`config.mk`:
```
export PLATFORM = sky130hd
export DESIGN_NAME = sdpram_arbiter
export DESIGN_NICKNAME = d
export VERILOG_FILES = /design/src/rtl/sdpram_arbiter.sv
export SDC_FILE = /design/constraint.sdc
export NUM_CORES = 1
export LEC_CHECK = 0
export CAP_MARGIN = 20
export CORE_AREA = 4 4 61 74
export CTS_BUF_LIST = sky130_fd_sc_hd__clkbuf_2 sky130_fd_sc_hd__clkbuf_4 sky130_fd_sc_hd__clkbuf_8
export DETAILED_ROUTE_END_ITERATION = 8
export DIE_AREA = 0 0 65 78
export PLACE_DENSITY = 0.82
export SETUP_SLACK_MARGIN = 0.5
export SYNTH_ARGS = -nofsm -noshare
export SYNTH_HDL_FRONTEND = slang
export SYNTH_SLANG_ARGS = --single-unit
```
`constraint.sdc`:
```
create_clock -name clk -period 1.5 [get_ports clk]
set_clock_uncertainty 0.2 [all_clocks]
set_input_delay 0.3 -clock clk [delete_from_list [all_inputs] [get_ports clk]]
set_output_delay 0.3 -clock clk [all_outputs]
set_load 0.02 [all_outputs]
```
`src/rtl/sdpram_arbiter.sv`:
```
// Two-client round-robin write/read arbiter in front of a simple dual-port RAM, with a
// read-tag pipeline that routes returned data. Optional macro: SDPRAM_ARB_RAW_HAZARD_EN.
module sdpram_arbiter #(
   parameter int unsigned DATA_WIDTH = 8,
   parameter int unsigned ADDR_WIDTH = 4,
   parameter int unsigned RD_LAT     = 3
) (
   input  logic                  clk,
   input  logic                  rst,
   input  logic [1:0]            wr_req,
   input  logic [ADDR_WIDTH-1:0] wr_addr0,
   input  logic [ADDR_WIDTH-1:0] wr_addr1,
   input  logic [DATA_WIDTH-1:0] wr_data0,
   input  logic [DATA_WIDTH-1:0] wr_data1,
   output logic [1:0]            wr_gnt,
   input  logic [1:0]            rd_req,
   input  logic [ADDR_WIDTH-1:0] rd_addr0,
   input  logic [ADDR_WIDTH-1:0] rd_addr1,
   output logic [1:0]            rd_gnt,
   output logic [1:0]            rd_valid,
   output logic [DATA_WIDTH-1:0] rd_data,
   output logic                  wena,
   output logic [ADDR_WIDTH-1:0] addra,
   output logic [DATA_WIDTH-1:0] dina,
   output logic                  renb,
   output logic [ADDR_WIDTH-1:0] addrb,
   input  logic [DATA_WIDTH-1:0] doutb,
   input  logic                  dvalb,
   output logic                  err
);

   localparam int unsigned CNT_W = $clog2(RD_LAT + 1);

   logic                  wr_ptr_q, wr_ptr_d;
   logic                  rd_ptr_q, rd_ptr_d;
   logic                  wena_q, wena_d;
   logic [ADDR_WIDTH-1:0] addra_q, addra_d;
   logic [DATA_WIDTH-1:0] dina_q, dina_d;
   logic                  renb_q, renb_d;
   logic [ADDR_WIDTH-1:0] addrb_q, addrb_d;
   logic                  rd_id_q, rd_id_d;
   logic [RD_LAT-1:0]     tag_vld_q, tag_vld_d;
   logic [RD_LAT-1:0]     tag_id_q, tag_id_d;
   logic [CNT_W-1:0]      blank_q, blank_d;
   logic                  err_q, err_d;

   logic [1:0]            wr_win, rd_win;
   logic [ADDR_WIDTH-1:0] wr_waddr, rd_raddr;
   logic                  tag_out_vld, blank_done;

   function automatic logic [1:0] rr_pick(input logic [1:0] req, input logic ptr);
      logic [1:0] gnt;
      gnt = req;
      if (req == 2'b11) gnt = ptr ? 2'b10 : 2'b01;
      return gnt;
   endfunction

   // Combinational grants, forced off while reset is asserted
   always_comb begin
      wr_win   = rst ? rr_pick(wr_req, wr_ptr_q) : 2'b00;
      rd_win   = rst ? rr_pick(rd_req, rd_ptr_q) : 2'b00;
      wr_waddr = wr_win[1] ? wr_addr1 : wr_addr0;
      rd_raddr = rd_win[1] ? rd_addr1 : rd_addr0;
`ifdef SDPRAM_ARB_RAW_HAZARD_EN
      // Same-address read backs off one cycle so it observes the new write data
      if ((|wr_win) && (|rd_win) && (wr_waddr == rd_raddr)) rd_win = 2'b00;
`endif
   end

   // Next-state: pointers, RAM port registers, tag pipeline, post-reset blanking, error
   always_comb begin
      wr_ptr_d  = wr_ptr_q;
      rd_ptr_d  = rd_ptr_q;
      wena_d    = 1'b0;
      addra_d   = addra_q;
      dina_d    = dina_q;
      renb_d    = 1'b0;
      addrb_d   = addrb_q;
      rd_id_d   = rd_id_q;
      tag_vld_d = tag_vld_q;
      tag_id_d  = tag_id_q;
      blank_d   = blank_q;
      err_d     = err_q;

      if (|wr_win) begin
         wr_ptr_d = ~wr_win[1];
         wena_d   = 1'b1;
         addra_d  = wr_waddr;
         dina_d   = wr_win[1] ? wr_data1 : wr_data0;
      end
      if (|rd_win) begin
         rd_ptr_d = ~rd_win[1];
         renb_d   = 1'b1;
         addrb_d  = rd_raddr;
         rd_id_d  = rd_win[1];
      end

      tag_vld_d[0] = renb_q;
      tag_id_d[0]  = rd_id_q;
      for (int unsigned i = 1; i < RD_LAT; i++) begin
         tag_vld_d[i] = tag_vld_q[i-1];
         tag_id_d[i]  = tag_id_q[i-1];
      end

      if (blank_q != '0) blank_d = blank_q - CNT_W'(1);
      if (blank_done && (dvalb != tag_out_vld)) err_d = 1'b1;
   end

   assign tag_out_vld = tag_vld_q[RD_LAT-1];
   assign blank_done  = (blank_q == '0);

   // Return data is steered by the output-stage tag
   always_comb begin
      rd_valid = 2'b00;
      if (rst && dvalb && tag_out_vld && blank_done)
         rd_valid = tag_id_q[RD_LAT-1] ? 2'b10 : 2'b01;
   end

   always_ff @(posedge clk) begin
      if (!rst) begin
         wr_ptr_q  <= 1'b0;
         rd_ptr_q  <= 1'b0;
         wena_q    <= 1'b0;
         addra_q   <= '0;
         dina_q    <= '0;
         renb_q    <= 1'b0;
         addrb_q   <= '0;
         rd_id_q   <= 1'b0;
         tag_vld_q <= '0;
         tag_id_q  <= '0;
         blank_q   <= CNT_W'(RD_LAT);
         err_q     <= 1'b0;
      end else begin
         wr_ptr_q  <= wr_ptr_d;
         rd_ptr_q  <= rd_ptr_d;
         wena_q    <= wena_d;
         addra_q   <= addra_d;
         dina_q    <= dina_d;
         renb_q    <= renb_d;
         addrb_q   <= addrb_d;
         rd_id_q   <= rd_id_d;
         tag_vld_q <= tag_vld_d;
         tag_id_q  <= tag_id_d;
         blank_q   <= blank_d;
         err_q     <= err_d;
      end
   end

   assign wr_gnt  = wr_win;
   assign rd_gnt  = rd_win;
   assign rd_data = doutb;
   assign wena    = wena_q;
   assign addra   = addra_q;
   assign dina    = dina_q;
   assign renb    = renb_q;
   assign addrb   = addrb_q;
   assign err     = err_q;

endmodule
```
==> flow_summary.ini, run 1 <==
[worst_setup_path]
rrSetupSlack_ns = 0.04
crit_path_end_kind = output port
path_class = flip-flop to output port
crit_fanout = 2
startpoint_type = flip-flop
critical_path.slowest_cell = dfxtp_1
path_cells = inv_2 > ha_4 > nand4_1 > nor2_4 > buf_6
max_stage_delay_ns = 0.31
crit_required_ns = 1.00
worstPathArrival_ns = 1.32

[grt]
grt.overflow.total = 0
antenna_found_initial = 0
grt_max_degree = 14
grt.total_usage = 0.1757
grt_pass1_wl_um = 6989
grt_pass1_vias = 1447

[synthesis]
syn-cell-area_mm2 = 0.001461
synthesis.nets = 200
synthArstFlopShare = 0
synth-warning-count = 0
dominantRegCellSynth = dfxtp_1
ys_ff_latch = 30
synth_cell_types = 29
avgSynthCellArea_um2 = 9.614
synth_edf_count = 0
seq_area_frac_synth = 0.4110
synth_common_cells = dfxtp_1, nand2_1, nand3_1
synth_area_leaders = dfxtp_1, o311ai_4, nand2_1, buf_4, nand3_1
yosysMostFrequentCell = dfxtp_1
yosys.area.top_type = dfxtp_1
synth_cells = 152
synth.top_cell.area_share = 0.4110

[detailed_routing]
ant_nets = 0
dr.pass1.iters = 4
drt-total-wl_um = 4788
vias_per_cell = 4.865
drt_iter0_markers = 42
wl_per_cell_um = 15.80
num_vias = 1474
drc = 0

[floorplan]
die_h_um = 78
row_count = 25
initial_core_util = 0.3798
dieArea_mm2 = 0.005070
ioPinCount = 80
die_w_um = 65
core-area_mm2 = 0.003847

[placed_design]
hpwl_um = 2930
gp_congestion = 0.7819
io_buffers = 63
place_area_mm2 = 0.002362
dp_cells = 280

[power_and_ir_drop]
p_leak_uw = 0.001187
powerDensity_mw_per_mm2 = 821.5
irDropWorstVdd_mv = 0.4810

[clock_tree]
clock_latency_ns = 0.27
clkTransAtPathRegs_ns = 0.07
cts-buffers-inserted = 5
cts_buffer_depth = 2
cts_hold_buffers = 0
clock_sinks = 30
cts_tree = built
cts_root_buf = clkbuf_8
cts_max_level = 2

[outcome]
status = finished with violations
violations = setup timing

[final_layout]
multi_input_area_um2 = 965.9
finish.instance_area_mm2 = 0.002870
fin_cells = 303
nNetsFinal = 296
regArea_um2 = 628.1
diodes = 0
nFillCells = 257
syn2layout_area_growth_pct = 96.40
drive_gt1_frac = 0.6145

[sta]
finalHoldViolCount = 0
period_minus_slack_ns = 1.822
fin_crit_sh = 1.215
tightest_slew_ns = 0.2629
slew_violations = 0
fmax_mhz = 548.8
finalWorstSetupSlack_ns = -0.3220
max_slew_margin = 0.8242
rsz0062_at_grt = yes
setup_viol = 4

[run]
cap_violations = 0

[min_path]
hold_class = flip-flop to flip-flop
[through the flow]
| stage | utilization | setup slack [ns] | TNS, ns | hold WS [ns] | total power [uW] |
|---|---|---|---|---|---|
| after floorplan | - | 0.08230 | 0 | 0.2119 | 1260 |
| after detailed placement | 0.6140 | -0.9407 | -13.30 | 0.2222 | 1525 |
| after global routing | 0.7460 | -0.3754 | -0.9064 | 0.2544 | 2455 |
| after CTS | 0.6972 | -0.2941 | -0.7161 | 0.2391 | 2284 |
| after global placement | 0.6140 | -0.9242 | -12.51 | 0.2138 | 1505 |
| final | 0.7460 | -0.3220 | -0.7343 | 0.2355 | 2358 |
[cell usage in the layout, fill, tap and decap left out, types with 2 or more instances in the layout]
cell type,n
clkdlybuf4s50_1,32
buf_2,4
nor2_1,4
nor2_4,3
nand3_1,7
nand2_2,5
nor3_1,4
o311ai_2,2
o311ai_4,10
dfxtp_1,8
nor2b_4,3
nand2_4,2
or2_4,2
xor2_1,2
o21ai_0,2
dfxtp_2,22
a21oi_4,2
and2_1,7
and2_4,2
buf_12,3
buf_6,41
nand2_1,22
a211oi_2,4
clkbuf_8,6
inv_2,2
buf_4,21
nand3_2,4
[cells by family after synthesis]
family / synth area share
AND/OR/NAND/NOR: 0.2389
buffers and inverters: 0.08218
XOR/XNOR: 0.01199
multiplexers: 0.007705
AO/OA/AOI/OAI: 0.2397
adder cells (fa/ha/maj): 0.008560
flip-flops: 0.4110
[worst max-delay path, delay by kind of cell, from the launching register on]
kind | cells | cell delay [ns]
buf+inv | 2 | 0.19
simple gates | 2 | 0.41
fa+ha+maj | 1 | 0.13
flops | 1 | 0.31
[sequential cells by signal, indices dropped and copies added (netlist names), 2 cells and up]
name	cells
addra	4
addrb	4
dina	8
tag_id_q	3
tag_vld_q	3
blank_q	2
[layer usage]
| layer | vias to the layer above | track usage | part of all wire |
|---|---|---|---|
| met5 | - | 0 | 0 |
| met4 | 0 | 0.05708 | 0.014 |
| met3 | 7 | 0.02750 | 0.043 |
| met2 | 52 | 0.3234 | 0.57 |
| met1 | 704 | 0.2020 | 0.37 |
| li1 | 711 | - | - |
[final cells by class]
cell class / count / area share
multi-input cells: 102 / 0.3365
flip-flops and latches: 30 / 0.2188
inverters: 4 / 0.006103
clock buffers: 6 / 0.02877
well taps: 54 / 0.02354
repair buffers: 105 / 0.3819
clock inverters: 2 / 0.004359
[where the power goes]
part           switching, uW  leakage, uW  total, uW  internal, uW
logic                    316     0.000886        748           432
clock network            318    0.0000472        686           369
registers               46.9     0.000254        923           877
total                    681      0.00119       2360          1680
[worst paths after layout]
| path | endpoint | cells past startpoint | start |
|---|---|---|---|
| setup / recovery | rd_valid[0] | 5 | blank_q[1] |
| hold / removal | tag_vld_q[2] | 1 | tag_vld_q[1] |
| setup reg to reg | dina[4] | 5 | wr_ptr_q |
| hold reg to reg | tag_vld_q[2] | 1 | tag_vld_q[1] |
[timing repair]
action,CTS,global route
gates resized for setup,215,33
setup endpoints to repair,55,50
pin swaps,2,10
gates cloned,3,0
hold endpoints to repair,0,0
setup buffers,3,9
(Power assumes the default switching activity.)
==> run 2: changes to the inputs <==
- SLEW_MARGIN: unset -> 20
==> results of run 2 <==
The final DEF is identical to that of run 1; final timing and power are the same.
